===== config.mk =====
export PLATFORM = sky130hd
export DESIGN_NAME = sig_control
export DESIGN_NICKNAME = d
export VERILOG_FILES = /design/src/rtl/sig_control.sv
export SDC_FILE = /design/constraint.sdc
export NUM_CORES = 1
export LEC_CHECK = 0
export CORE_AREA = 2 2 39 41
export CTS_CLUSTER_SIZE = 20
export DETAILED_ROUTE_END_ITERATION = 16
export DIE_AREA = 0 0 41 43
export GPL_TIMING_DRIVEN = 0
export SYNTH_ARGS = -nofsm -noshare
export SYNTH_HDL_FRONTEND = slang
export SYNTH_SLANG_ARGS = --single-unit

===== constraint.sdc =====
create_clock -name clock -period 1.35 [get_ports clock]
set_input_delay 0.27 -clock clock [delete_from_list [all_inputs] [get_ports clock]]
set_output_delay 0.27 -clock clock [all_outputs]
set_load 0.05 [all_outputs]

===== src/rtl/sig_control.sv =====
// Highway / country-road traffic-signal controller.
// Moore FSM: the highway rests on green and hands over to the country road on a sensor request.
module sig_control #(
  parameter int Y2R_DELAY = 3,
  parameter int R2G_DELAY = 2
) (
  output logic [1:0] main,
  output logic [1:0] cntry,
  input  logic       car_on_cntry_rd,
  input  logic       clock,
  input  logic       clear
);

  localparam logic [1:0] RED    = 2'd0;
  localparam logic [1:0] YELLOW = 2'd1;
  localparam logic [1:0] GREEN  = 2'd2;

  localparam logic [2:0] S0 = 3'd0;  // HWY_GREEN
  localparam logic [2:0] S1 = 3'd1;  // HWY_YELLOW
  localparam logic [2:0] S2 = 3'd2;  // ALL_RED
  localparam logic [2:0] S3 = 3'd3;  // CNTRY_GREEN
  localparam logic [2:0] S4 = 3'd4;  // CNTRY_YELLOW

  localparam int MAXD = (Y2R_DELAY > R2G_DELAY) ? Y2R_DELAY : R2G_DELAY;
  localparam int CW   = (MAXD > 1) ? $clog2(MAXD) : 1;

  localparam logic [CW-1:0] Y2R_LAST = CW'(Y2R_DELAY - 1);
  localparam logic [CW-1:0] R2G_LAST = CW'(R2G_DELAY - 1);

  logic [2:0]    state;
  logic [2:0]    next_state;
  logic [CW-1:0] count;

  always_comb begin
    next_state = S0;
    case (state)
      S0: next_state = car_on_cntry_rd ? S1 : S0;
      S1: next_state = (count == Y2R_LAST) ? S2 : S1;
      S2: next_state = (count == R2G_LAST) ? S3 : S2;
      S3: next_state = car_on_cntry_rd ? S3 : S4;
      S4: next_state = (count == Y2R_LAST) ? S0 : S4;
      default: next_state = S0;
    endcase
  end

  // Any state change restarts the dwell count, so each timed phase begins at 0.
  always_ff @(posedge clock) begin
    if (clear) begin
      state <= S0;
      count <= '0;
    end else begin
      state <= next_state;
      if (next_state != state)
        count <= '0;
      else if (state == S1 || state == S2 || state == S4)
        count <= count + 1'b1;
    end
  end

  always_comb begin
    main  = GREEN;
    cntry = RED;
    case (state)
      S0: begin main = GREEN;  cntry = RED;    end
      S1: begin main = YELLOW; cntry = RED;    end
      S2: begin main = RED;    cntry = RED;    end
      S3: begin main = RED;    cntry = GREEN;  end
      S4: begin main = RED;    cntry = YELLOW; end
      default: begin main = GREEN; cntry = RED; end
    endcase
  end

endmodule


=== After elaboration in Yosys (flattened, before gate mapping) ===
Index checks and enable logic that the tools add are counted.

* Bits in registers: 5
* Bits in latches: 0
* Memories: 0
* Bits in writable memories: 0
* Bits in read-only memories: 0

* Eq/ne operators: 7
* Multipliers: 0
* Magnitude comparators: 0
* Add/sub/neg operators: 1
* Div/mod/pow operators: 0
* Mux-type cells: 8
* Reduce and logical (&&, ||, !) cells: 5
* Bitwise gates (word level): 0
* Shift-type cells: 0

{| class="wikitable"
|+ Operators with widths
! operator !! count
|-
| $pmux 3 s5 || 1
|-
| $pmux 2 s2 || 2
|-
| $eq 3x2->1 const B || 2
|-
| $mux 3 || 2
|-
| $eq 3x1->1 const B || 1
|-
| $eq 3x3->1 const B || 1
|-
| $logic_not 3->1 || 1
|-
| $ne 3x3->1 || 1
|-
| $reduce_or 3->1 || 1
|-
| $add 2x1->2 const B || 1
|-
| $eq 2x1->1 const B || 1
|-
| $eq 2x2->1 const B || 1
|-
| $logic_or 1x1->1 || 2
|-
| $mux 1 || 2
|-
| $mux 2 || 1
|-
| $reduce_or 2->1 || 1
|}

=== Longest topological paths before layout ===
Gate-level depths: netlist of run 1.

* Word-level depth: 5
* Depth in mapped cells: 6

=== Worst setup path after synthesis of run 1 ===
OpenSTA, ideal clock, no wires.

* Kind: register -> register
* From: register state[0]
* To: register count[1]
* Data arrival time: 2.116 ns
* Slack: -0.896 ns
* Setup time: 0.130 ns
* Period minus slack after synthesis: 2.246 ns
* Data required time: 1.220 ns
* Cell stages (with the launch flop): 5
* Path buffers: 0
* Path through: dfxtp_1 -> nor3b_1 -> a21oi_1 -> nor2b_1 -> a211oi_2

* Longest elaborated chain between the ends: 4
* Elaborated cells on any way between the ends: 10
* Those cells by class: 5 x eq/ne; 1 x mux; 4 x reduce/logical

{| class="wikitable"
|+ Ends and longest elaborated chain
! item !! RTL line !! text
|-
| from (decl) || 30 || <nowiki>logic [2:0] state;</nowiki>
|-
| from (signal assigned) || 52 || <nowiki>state <= next_state;</nowiki>
|-
| $eq 3x3->1 (tied with other cells) || 36, 55 ||
|-
| $pmux 3 s5 || 36 || <nowiki>case (state)</nowiki>
|-
| $ne 3x3->1 || 53 || <nowiki>if (next_state != state)</nowiki>
|-
| $reduce_or 2->1 (no line) || - ||
|-
| to (signal assigned) || 56 || <nowiki>count <= count + 1'b1;</nowiki>
|-
| to (decl) || 32 || <nowiki>logic [CW-1:0] count;</nowiki>
|}

Parallel ways exist; a longest one is shown, timed or not.
A chain may end at the register's enable or synchronous reset.

=== Worst setup path in the final report of run 1 ===
* From: register state[1]
* To: output port main[1]

* Longest elaborated chain between the ends: 3
* Elaborated cells on any way between the ends: 6
* Those cells by class: 4 x eq/ne; 1 x mux; 1 x reduce/logical

{| class="wikitable"
|+ Ends and longest elaborated chain
! item !! RTL line !! text
|-
| $eq 3x2->1 / $eq 3x3->1 (equally long branches) || 63 || <nowiki>case (state)</nowiki>
|-
| $reduce_or 3->1 (no line) || - ||
|-
| $pmux 2 s2 * || 63 ||
|-
| to (decl) || 7 || <nowiki>output logic [1:0] main,</nowiki>
|}

Every way passes the cells marked *; elsewhere a longest branch is shown, timed or not.

==> results of run 1 <==
## area by class of cell
type | instances | area, µm²
buffer | 1 | 11.26
timing repair buffer | 12 | 113.9
inverter | 6 | 27.53
sequential | 5 | 113.9
tap | 16 | 20.02
multi-input combinational | 32 | 297.8
fill | 137 | 773.2
clock buffer | 4 | 26.28
## registers in the layout, summed over array words and instances, names as in the netlist
name   flops
state      3
count      2
## worst max-delay path: stages (launching register included)
cell     delay [ns]
dfxtp_4        0.34
buf_6          0.13
nor2_4         0.15
xnor2_4        0.13
buf_6          0.17
## worst paths after layout
kind | slack (ns) | from | end | depth (start not counted)
worst min-delay path | 0.49 | count[1]$_SDFFE_PP0P_ | count[1]$_SDFFE_PP0P_ | 2
worst min register to register | 0.49 | count[1]$_SDFFE_PP0P_ | count[1]$_SDFFE_PP0P_ | 2
worst max register to register | 0 | count[1]$_SDFFE_PP0P_ | count[1]$_SDFFE_PP0P_ | 6
worst max-delay path | -0.07 | state[1]$_SDFF_PP0_ | main[1] | 4
## power by group through the flow
| stage | clock, µW | combinational [µW] | sequential, µW |
|---|---|---|---|
| CTS | 181 | 201 | 183 |
| finish | 172 | 212 | 183 |
| global placement | 0 | 172 | 181 |
| floorplan | 0 | 135 | 178 |
| global route | 188 | 229 | 185 |
| detailed placement | 0 | 174 | 181 |
## synth_stat cells
cell       count
a2111oi_0      1
xnor2_1        2
or3_2          1
and2_2         1
a21boi_0       1
inv_1          6
o2bb2ai_1      1
or3b_1         1
mux2i_1        1
a211oi_2       1
nor3b_1        1
nor2b_1        1
nand2_1        1
a22oi_1        1
and3_2         1
buf_6          1
dfxtp_1        5
a21oi_1        3
nor3_1         2
ha_1           2
nor2_1         6
xor2_1         1
o21ai_0        3
## kinds of logic (layout without fill, tap and decap cells)
group | after synthesis | in the layout | share of synthesized area
AOI/OAI and AO/OA | 11 | 11 | 0.2135
DFF | 5 | 5 | 0.2847
adders and majority gates | 2 | 2 | 0.07116
muxes | 1 | 1 | 0.02847
buffers and inverters | 7 | 23 | 0.09608
xor gates and xnor gates | 3 | 3 | 0.07475
and+or+nand+nor | 15 | 15 | 0.2314
## metrics by stage
stage | instance area, µm² | power [µW] | hold WS (ns)
6_report | 610.6 | 566.5 | 0.4907
5_1_grt | 610.6 | 602.7 | 0.5098
4_1_cts | 588.1 | 564.7 | 0.4961
3_5_place_dp | 479.2 | 354.9 | 0.5041
3_3_place_gp | 479.2 | 353.6 | 0.4948
2_1_floorplan | 399.1 | 313.4 | 0.3350
## placed cells by master (no fill, tap or decap), drive strengths merged, types with 2 or more instances in the layout
| cell | n |
|---|---|
| buf | 11 |
| nor2 | 6 |
| inv | 6 |
| dfxtp | 5 |
| clkbuf | 4 |
| o21ai | 3 |
| a21oi | 3 |
| clkdlybuf4s50 | 2 |
| xnor2 | 2 |
| nor3 | 2 |
| ha | 2 |
## routing by layer
layer	vias to the layer above	global-route usage	wire length, µm
met5	-	0	0
met4	0	0.02000	0
met3	0	0.06283	52
met2	12	0.1875	423
met1	169	0.1359	331
li1	186	-	-
## repair_timing
action / 4_1_cts / 5_1_grt
buffers inserted: 5 / 1
endpoints found under the setup margin: 6 / 8
hold buffers: 0 / 0
pin swaps: 3 / 4
resized for setup: 40 / 8
==> impl_metrics.py, run 1 <==
metrics = {
    "status": {
        "status": "finished with violations",
        "violations": "negative setup slack",
    },
    "timing": {
        "clock_skew_ns": 0.003916,
        "drv_slew": 0,
        "timing.fmax_ghz": 0.7035,
        "final.setup.worst_slack_ns": -0.07145,
        "tns_ns": -0.08131,
        "period_share": 1.053,
        "hold_viol_final": 0,
        "maxSlewHeadroom": 0.7888,
        "setup_viol": 3,
        "fin_crit_ns": 1.421,
        "rsz0062_at_grt": "yes",
        "worstMarginPinSlew_ns": 0.3089,
    },
    "worst_setup_path": {
        "path_class": "reg2out",
        "required_ns": 1.08,
        "end_kind": "output pin",
        "crit_arrival_ns": 1.15,
        "start_kind": "register",
        "cp_max_fo": 6,
    },
    "floorplanning": {
        "fp.dieW_um": 41,
        "fp-row-count": 14,
        "dieArea_um2": 1763,
        "coreArea_um2": 1384,
        "ioPinCount": 7,
        "initial_core_util": 0.2541,
        "die_h_um": 43,
    },
    "placement": {
        "dp_slack_ns": -0.6214,
        "numPlacedInstances": 66,
        "place.gp.congestion": 0.8013,
        "hpwlAfterDp_um": 533.9,
        "numPortBuffers": 6,
    },
    "pwr": {
        "power_density_nw_per_um2": 927.8,
        "power_frac_seq": 0.323,
        "p_clk_frac": 0.304,
        "swShare": 0.3407,
        "combinationalPowerShare": 0.373,
        "leakagePower_uw": 0.0002403,
        "ir_drop_mv": 0.4699,
        "switchingPower_uw": 193.0,
        "internal_power_uw": 373.5,
    },
    "synthesis": {
        "synth.distinct_cells": 23,
        "yosysTopAreaCell": "dfxtp_1",
        "ys_warn_count": 0,
        "synthCells": 44,
        "yosys-top-cells-area": "dfxtp_1 (28%), ha_1 (7.1%), inv_1 (6.4%)",
        "avgSynthCellArea_um2": 7.991,
        "ys_seq_area_frac": 0.2847,
        "yosysTopAreaCellShare": 0.2847,
        "synth_seq_cells": 5,
        "synth_area_um2": 351.6,
        "syn_nets": 49,
    },
    "routing": {
        "ant_nets": 0,
        "route.detailed.drc": 0,
        "via_per_inst": 4.829,
        "drt_iter0_drc": 4,
        "via_count": 367,
        "dr.pass1.iters": 4,
        "routed_wl_um": 807,
        "wl_per_cell_um": 10.62,
    },
    "cts": {
        "clockBufferDepth": 2,
        "cts_tree": "done",
        "h-tree-depth": 1,
        "clk_latency_ns": 0.24,
        "numCtsBuffers": 3,
        "numClockSinks": 5,
        "cts-root-buf": "clkbuf_4",
        "clk_pin_slew_ns": 0.04,
    },
    "cells_and_area": {
        "n_antenna_cell": 0,
        "finalNetCount": 66,
        "post-route-util": 0.4412,
        "drive_gt1_frac": 0.6000,
        "area_growth_pct": 73.67,
        "instances_no_fill": 76,
    },
    "flow_run": {
        "drv_cap": 0,
    },
    "global_route": {
        "overflow": 0,
        "grt_pass1_wl_mm": 1.407,
        "grt_usage": 0.1177,
        "grt_max_degree": 9,
        "grt_pass1_vias": 345,
        "antenna_found_initial": 0,
    },
    "hold_path": {
        "hp-class": "reg2reg",
    },
}
No activity file was read; power rests on OpenSTA's default activity.
==> run 2: changes to the inputs <==
ABC_CLOCK_PERIOD_IN_PS = 1350   (was default)
CTS_CLUSTER_DIAMETER = 80   (was default)
==> results of run 2 <==
No change in the layout: final DEF, timing and power equal those of run 1.
